**src/rtl/endec_frame_assembler_pkg.sv**
```systemverilog
// Shared constants for the endec frame assembler.
// Holds mode codes, default widths, byte targets and FSM state codes.
package endec_frame_assembler_pkg;

    localparam logic ENCODE_MODE = 1'b0;
    localparam logic DECODE_MODE = 1'b1;

    localparam int DEF_BYTE_W      = 8;
    localparam int DEF_ENC_FRAME_W = 128;
    localparam int DEF_DEC_FRAME_W = 384;

    localparam int ENC_BYTES = 16;
    localparam int DEC_BYTES = 48;

    localparam int CNT_W = 6;

    localparam logic S_FILL = 1'b0;
    localparam logic S_HOLD = 1'b1;

endpackage

```
**src/rtl/endec_frame_assembler.sv**
```systemverilog
// Byte-stream to parallel frame assembler feeding endec_interface.
// Ports: sys_clk/rst(async low)/en; i_byte/i_byte_valid/o_byte_ready stream;
// i_mode_sel latched at byte 0; i_abort clears; i_frame_ack releases a held
// frame; o_*_data_frame, o_mode_sel, o_frame_valid, o_byte_cnt.
module endec_frame_assembler
    import endec_frame_assembler_pkg::*;
#(
    parameter int BYTE_W      = DEF_BYTE_W,
    parameter int ENC_FRAME_W = DEF_ENC_FRAME_W,
    parameter int DEC_FRAME_W = DEF_DEC_FRAME_W
) (
    input  logic                   sys_clk,
    input  logic                   rst,
    input  logic                   en,
    input  logic                   i_mode_sel,
    input  logic [BYTE_W-1:0]      i_byte,
    input  logic                   i_byte_valid,
    output logic                   o_byte_ready,
    input  logic                   i_abort,
    input  logic                   i_frame_ack,
    output logic [ENC_FRAME_W-1:0] o_encoder_data_frame,
    output logic [DEC_FRAME_W-1:0] o_decoder_data_frame,
    output logic                   o_mode_sel,
    output logic                   o_frame_valid,
    output logic [CNT_W-1:0]       o_byte_cnt
);

    localparam logic [CNT_W-1:0] ENC_TGT = CNT_W'(ENC_FRAME_W / BYTE_W);
    localparam logic [CNT_W-1:0] DEC_TGT = CNT_W'(DEC_FRAME_W / BYTE_W);

    logic                   r_state;
    logic [DEC_FRAME_W-1:0] r_frame;
    logic [CNT_W-1:0]       r_cnt;
    logic                   r_mode;

    logic                   w_accept;
    logic                   w_mode_eff;
    logic [CNT_W-1:0]       w_target;
    logic [CNT_W-1:0]       w_cnt_nxt;

    // Ready is gated by rst so the stream is stalled during reset assertion.
    assign o_byte_ready = rst & en & (r_state == S_FILL);
    assign w_accept     = i_byte_valid & o_byte_ready;

    // The first byte of a frame decides its length, so look at the live
    // mode input on that byte rather than the stale latch.
    assign w_mode_eff = (r_cnt == '0) ? i_mode_sel : r_mode;
    assign w_target   = (w_mode_eff == DECODE_MODE) ? DEC_TGT : ENC_TGT;
    assign w_cnt_nxt  = r_cnt + 1'b1;

    always_ff @(posedge sys_clk or negedge rst) begin
        if (!rst) begin
            r_state <= S_FILL;
            r_frame <= '0;
            r_cnt   <= '0;
            r_mode  <= ENCODE_MODE;
        end else if (en) begin
            if (i_abort) begin
                r_state <= S_FILL;
                r_frame <= '0;
                r_cnt   <= '0;
            end else if (r_state == S_HOLD) begin
                if (i_frame_ack) begin
                    r_state <= S_FILL;
                    r_frame <= '0;
                    r_cnt   <= '0;
                end
            end else if (w_accept) begin
                r_frame <= {r_frame[DEC_FRAME_W-BYTE_W-1:0], i_byte};
                r_cnt   <= w_cnt_nxt;
                if (r_cnt == '0) begin
                    r_mode <= i_mode_sel;
                end
                if (w_cnt_nxt == w_target) begin
                    r_state <= S_HOLD;
                end
            end
        end
    end

    assign o_encoder_data_frame = r_frame[ENC_FRAME_W-1:0];
    assign o_decoder_data_frame = r_frame;
    assign o_mode_sel           = r_mode;
    assign o_frame_valid        = (r_state == S_HOLD);
    assign o_byte_cnt           = r_cnt;

endmodule

```
**config.mk**
```make
export PLATFORM = sky130hd
export DESIGN_NAME = endec_frame_assembler
export DESIGN_NICKNAME = d
export VERILOG_FILES = /design/src/rtl/endec_frame_assembler_pkg.sv /design/src/rtl/endec_frame_assembler.sv
export SDC_FILE = /design/constraint.sdc
export NUM_CORES = 1
export LEC_CHECK = 0
export ABC_AREA = 1
export BUFFER_PORTS_ARGS = -buffer_cell sky130_fd_sc_hd__buf_2
export CORE_AREA = 2 2 207 209
export DETAILED_ROUTE_END_ITERATION = 10
export DIE_AREA = 0 0 209 211
export HOLD_SLACK_MARGIN = 0.02
export SETUP_SLACK_MARGIN = 0.4
export SLEW_MARGIN = 10
export SYNTH_ARGS = -nofsm -noshare
export SYNTH_HDL_FRONTEND = slang
export SYNTH_SLANG_ARGS = --single-unit
```
**constraint.sdc**
```tcl
create_clock -name sys_clk -period 2.1 [get_ports sys_clk]
set_clock_uncertainty 0.15 [all_clocks]
set_input_delay 0.21 -clock sys_clk [delete_from_list [all_inputs] [get_ports sys_clk]]
set_output_delay 0.21 -clock sys_clk [all_outputs]
set_load 0.1 [all_outputs]
```
==> flow_summary.yaml, run 1 <==
sta:
  min_period_ns: 1.91
  final_max_slew_viol_count: 0
  grt_setup_unrepaired: "true"
  timing.final.crit_share_pct: 91.1
  fmax_mhz: 523
  hold_viol: 0
  worstMarginPinSlew_ns: 0.737
  relSlewSlack_pct: 50.9
  timing.hold.ws_ns: 0.173
  setup-tns-final_ns: 0
  finalSetupViolCount: 0
pwr:
  p_per_area_mw_per_mm2: 707
  vdd_ir_drop_max_v: 0.000566
  p_leak_nw: 11.6
worst_setup_path:
  startpoint_type: "flop"
  setup.worst_path.class: "flop to flop"
  path_delay_family: "flip-flops"
  crit_slowest_cell: "dfrtp_4"
  cp_common_cell: "nor2_4"
  crit_path_end_kind: "flop"
  crit_buf_inv: 4
  path_cells: "nor2_4 > nand2_4 > nor2_4 > buf_6 > buf_12 > inv_16 > buf_16 > o22ai_1"
  crit_fanout: 17
  cp.arrival_ns: 2.22
  cp.required_ns: 2.41
  max_stage_delay_ns: 0.50
layout:
  final_common_cell: "buf_4"
  fin_area_mm2: 0.0246
  synthToLayoutAreaGrowth_pct: 60.0
  final_cell_mix: "474 x buf_4, 390 x inv_1, 383 x dfrtp_1"
  final_cells: 2537
  drive_gt1_share_pct: 47.8
  final_nets: 1984
global_routing:
  grt_overflow: 0
  antenna_found_initial: 2
  grt_pass1_wl_mm: 81.8
  grt_pass1_vias: 12938
  grt_max_degree: 123
  track_usage_pct: 24.4
route:
  vias_per_cell: 5.21
  drt_iter0_drc: 984
  via_count: 13225
  wl_per_cell_um: 23.7
  drt-pass1-iter-count: 5
  ant_nets: 0
  drc: 0
  wl_mm: 60.0
hold_path:
  hp-class: "input port to flop"
floorplanning:
  die_w_um: 209
  die_h_um: 211
  die-area_mm2: 0.0441
  coreArea_mm2: 0.0418
  rows: 75
  ioPinCount: 536
  initial_core_util_pct: 36.9
synthesis:
  netlist_area_mm2: 0.0154
  ys_ff_latch: 392
  yosysUniqueCellTypes: 19
  avgSynthCellArea_um2: 10.6
  netlist.area_leader.share_pct: 63.7
  synth_nets: 1473
  synth_seq_area_share_pct: 63.7
  synth_top_cell_by_area: "dfrtp_1"
  synth.area.top_cells: "dfrtp_1 64%, o22ai_1 15%, inv_1 9.5%"
  synth-warning-count: 0
  synthCells: 1455
clock_network:
  htreeDepth: 2
  clock_latency_ns: 0.56
  clkSlewWorstSetupHoldPaths_ns: 0.06
  root_buffer: "clkbuf_16"
  numCtsBuffers: 41
  clock_path_buffers: 3
  clock_sinks: 392
  cts_tree: "built"
placed_design:
  port_buffers: 535
  placed_cells: 2344
  hpwlAfterDp_mm: 34.5
  place_congestion: 0.874
  post_dp_cell_area_mm2: 0.0179
outcome:
  status: "finished clean"
flow_run:
  maxCapViolCount: 0
-- logic make-up (layout without fill, tap and decap cells) --
group	count (synthesis)	in the layout	synth area share (%)
flip-flops	392	392	63.7
XOR/XNOR	1	1	0.0569
buffers and inverters	606	1148	18.5
adder cells (fa/ha/maj)	3	3	0.244
other	0	1	0
AND/OR/NAND/NOR	59	59	1.64
AO/OA/AOI/OAI	394	394	15.8
-- synth_stat cells --
master,n
a21oi_1,1
buf_2,41
buf_4,139
buf_6,1
clkbuf_1,34
dfrtp_1,392
ha_1,3
inv_1,390
inv_2,1
nand2_1,33
nand3_1,15
nand4_1,2
nor2_1,6
nor2_2,2
o21ai_0,22
o21ai_1,1
o22ai_1,370
or3_1,1
xor2_1,1
-- cell type report --
cell class / instances / area [µm²]
timing repair inverter: 5 / 83.8
sequential: 392 / 9820
timing repair buffer: 678 / 7120
clock buffer: 60 / 1220
fill: 3307 / 17100
clock inverter: 14 / 235
inverter: 391 / 1480
tap: 539 / 674
multi-input combinational: 457 / 3990
antenna: 1 / 2.50
-- sequential cells by signal (all words and copies together) (netlist names) --
name and flops:
o_frame_valid 1, o_mode_sel 1, o_byte_cnt 6, o_decoder_data_frame 384
-- final timing paths --
check / from / endpoint / depth (start not counted) / slack, ns
min in group asynchronous: rst / o_decoder_data_frame[251] / 3 / 0.25
min: i_byte_valid / o_frame_valid / 8 / 0.17
max in group asynchronous: rst / o_decoder_data_frame[357] / 4 / 0.65
min reg2reg: o_decoder_data_frame[376] / o_decoder_data_frame[376] / 2 / 0.38
max reg2reg: o_frame_valid / o_decoder_data_frame[205] / 8 / 0.19
max: o_frame_valid / o_decoder_data_frame[205] / 8 / 0.19
-- worst min-delay path, stage by stage --
cell and delay, ns:
buf_2 0.14, nand2_4 0.11, buf_4 0.13, nor2_1 0.04
nand2_1 0.06, nor2_1 0.04, nand2_1 0.06, a21oi_1 0.06
-- per-stage QoR --
step	setup WS (ns)	total power, mW	utilization [%]
floorplan	-0.161	8.50	-
CTS	0.267	17.2	53.8
finish	0.188	17.4	59.0
detailed placement	0.283	8.83	42.8
global route	0.106	17.9	59.0
global placement	0.312	8.82	42.8
-- power breakdown --
part	internal, mW	switching [mW]
clock	4.77	3.13
sequential	7.58	0.0335
combinational	0.763	1.14
total	13.1	4.30
-- layer usage --
layer	global-route usage [%]	vias to the layer above	share of wire [%]
met4	7.36	2	3.3
met1	30.3	6781	38
met3	7.64	114	8.1
met5	0	-	0.018
li1	-	5718	-
met2	40.9	610	50
-- repair_timing --
action,4_1_cts,5_1_grt
gates cloned,36,33
hold buffers,10,0
endpoints found under the setup margin,898,584
buffers inserted,30,9
pin swaps,2,5
gates resized for setup,653,296
hold endpoints to repair,241,0
No activity file was read; power rests on OpenSTA's default activity.
==> run 2, diff against run 1 <==
Settings changed: ABC_AREA 1 to unset, CORE_AREA 2 2 207 209 to 2 2 209 211, DIE_AREA 0 0 209 211 to 0 0 211 213.
==> run 2 against run 1 <==
- count of clock-buffer cells in the layout grew 7
- via count fell by 11%
- critical path depth did not move
- register-to-register slack got worse by 0.04 ns
- sequential share of layout area rose by 1.5 points
- combinational power down 19%
- first-iteration DRC count is 12% lower
- critical path type unchanged
- largest cell class unchanged
==> flow_summary.yaml, run 2 <==
worst_setup_path:
  setup.worst_path.class: "flop to flop"
  crit_path_end_kind: "flop"
  cp.required_ns: 2.43
  cp.arrival_ns: 2.29
  startpoint_type: "flop"
  crit_fanout: 8
placed_design:
  post-place-ws_ns: 0.185
  place_congestion: 0.811
  hpwlAfterDp_mm: 30.3
  port_buffers: 535
  placed_cells: 1941
  post_dp_cell_area_mm2: 0.0175
synthesis:
  yosysUniqueCellTypes: 31
  synth_seq_area_share_pct: 66.0
  synth-main-ff-cell: "dfrtp_1"
  synth_nets: 1056
  synth_edf_count: 0
  synth-warning-count: 0
  netlist_area_mm2: 0.0149
  synth.area.top_cells: "dfrtp_1 66%, a22o_1 23%, buf_4 6.5%"
  ys_ff_latch: 392
  netlist.area_leader.share_pct: 66.0
  synth_top_cell_by_area: "dfrtp_1"
  yosysMostFrequentCell: "dfrtp_1"
  synthArstFlopShare_pct: 100
  ys_top_cells_by_count: "392 x dfrtp_1, 385 x a22o_1, 129 x buf_4"
  avgSynthCellArea_um2: 14.3
  synthCells: 1038
floorplanning:
  initial_core_util_pct: 34.8
  coreArea_mm2: 0.0427
  die_h_um: 213
  ioPinCount: 536
  rows: 76
  die-area_mm2: 0.0449
  die_w_um: 211
pwr:
  p_switching_mw: 3.91
  p_per_area_mw_per_mm2: 688
  p_leak_nw: 12.2
  p_seq_share_pct: 46.4
  clockPowerShare_pct: 44.3
  vdd_ir_drop_max_v: 0.000486
  p_comb_share_pct: 9.3
  swShare_pct: 23.8
  internal_power_mw: 12.5
clock_network:
  root_buffer: "clkbuf_16"
  clock_path_buffers: 3
  htreeDepth: 2
  numCtsBuffers: 42
  clkSlewWorstSetupHoldPaths_ns: 0.06
  clock_sinks: 392
  clock_latency_ns: 0.55
  cts_tree: "built"
global_routing:
  track_usage_pct: 21.8
  grt_pass1_vias: 11524
  grt_max_degree: 134
  grt_pass1_wl_mm: 74.6
  antenna_found_initial: 3
  grt_overflow: 0
route:
  via_count: 11798
  ant_nets: 0
  drc: 0
  wl_per_cell_um: 25.2
  drt-pass1-iter-count: 5
  drt_iter0_drc: 868
  vias_per_cell: 5.44
  wl_mm: 54.5
layout:
  fin_area_mm2: 0.0238
  final_cells: 2168
  final_cell_mix: "387 x buf_4, 385 x a22o_1, 363 x dfrtp_1"
  filler_cell_count: 3335
  synthToLayoutAreaGrowth_pct: 60.4
  drive_gt1_share_pct: 50.3
  final_nets: 1609
  final_util_pct: 55.9
  final_common_cell: "buf_4"
  largest_register_ffs: 384
sta:
  setup_slack_ns: 0.144
  setup-tns-final_ns: 0
  final_max_slew_viol_count: 0
  fmax_mhz: 511
  worstMarginPinSlew_ns: 0.801
  timing.final.crit_share_pct: 93.1
  min_period_ns: 1.96
  relSlewSlack_pct: 46.6
  hold_viol: 0
  grt_setup_unrepaired: "true"
  finalSetupViolCount: 0
flow_run:
  maxCapViolCount: 0
outcome:
  status: "finished clean"
hold_path:
  hp-class: "input port to async pin"
[run 2: timing repair]
action,CTS,global route
hold buffers,13,0
pin swaps,7,85
buffers inserted,45,22
hold endpoints to repair,405,0
cloned,37,35
resized for setup,721,107
endpoints found under the setup margin,886,517
[run 2: worst max-delay path, stage by stage (launching register included)]
cell and delay [ns]:
dfrtp_4 0.50, nand4b_1 0.25, nor2_4 0.17, buf_12 0.15
buf_12 0.14, buf_12 0.12, buf_12 0.11, clkbuf_16 0.14
a22o_1 0.14
[run 2: power by group through the flow]
stage	Combinational [mW]	Sequential, mW	Clock [mW]
floorplan	0.395	7.90	0
finish	1.53	7.61	7.27
global route	1.60	7.61	7.66
detailed placement	0.883	7.74	0
global placement	0.876	7.74	0
CTS	1.26	7.61	7.40
[run 2: worst paths after layout]
check | from | endpoint | slack [ns] | cells after the start
worst min register to register | o_decoder_data_frame[383] | o_decoder_data_frame[383] | 0.36 | 1
worst min-delay path | rst | o_frame_valid | 0.12 | 2
worst max register to register | o_frame_valid | o_decoder_data_frame[258] | 0.14 | 8
max in group asynchronous | rst | o_decoder_data_frame[210] | 0.46 | 3
worst max-delay path | o_frame_valid | o_decoder_data_frame[258] | 0.14 | 8
min in group sys_clk | i_byte[2] | o_decoder_data_frame[2] | 0.28 | 3
[run 2: metal layers]
metal  wire [µm]  vias up  share of wire [%]  GRT usage (%)
met5          27        -              0.050              0
met4        1480        4                2.7           7.87
met3        4040       93                7.4           5.38
met2       26800      585                 49           35.5
met1       22200     6178                 41           28.3
li1            -     4938                  -              -
[run 2: cell type report]
cell class	count	area, µm²	area share (%)
clock inverters	7	70.1	0.294
multi-input cells	430	3760	15.8
flip-flops and latches	392	9860	41.3
inverters	4	17.5	0.0735
diodes	1	2.50	0.0105
repair buffers	721	8180	34.3
well taps	546	683	2.86
clock buffers	67	1280	5.35
[run 2: kinds of logic after synthesis]
| family | synth area share [%] |
|---|---|
| AO/OA/AOI/OAI | 23.1 |
| flip-flops | 66.0 |
| buffers and inverters | 9.36 |
| AND/OR/NAND/NOR | 0.816 |
| XOR/XNOR | 0.353 |
| adder cells (fa/ha/maj) | 0.252 |
| multiplexers | 0.143 |
[run 2: metrics by stage]
step	power [mW]	hold WS (ns)
floorplan	8.30	-0.236
finish	16.4	0.119
global route	16.9	0.127
CTS	16.3	0.0540
global placement	8.62	-0.121
detailed placement	8.63	-0.121
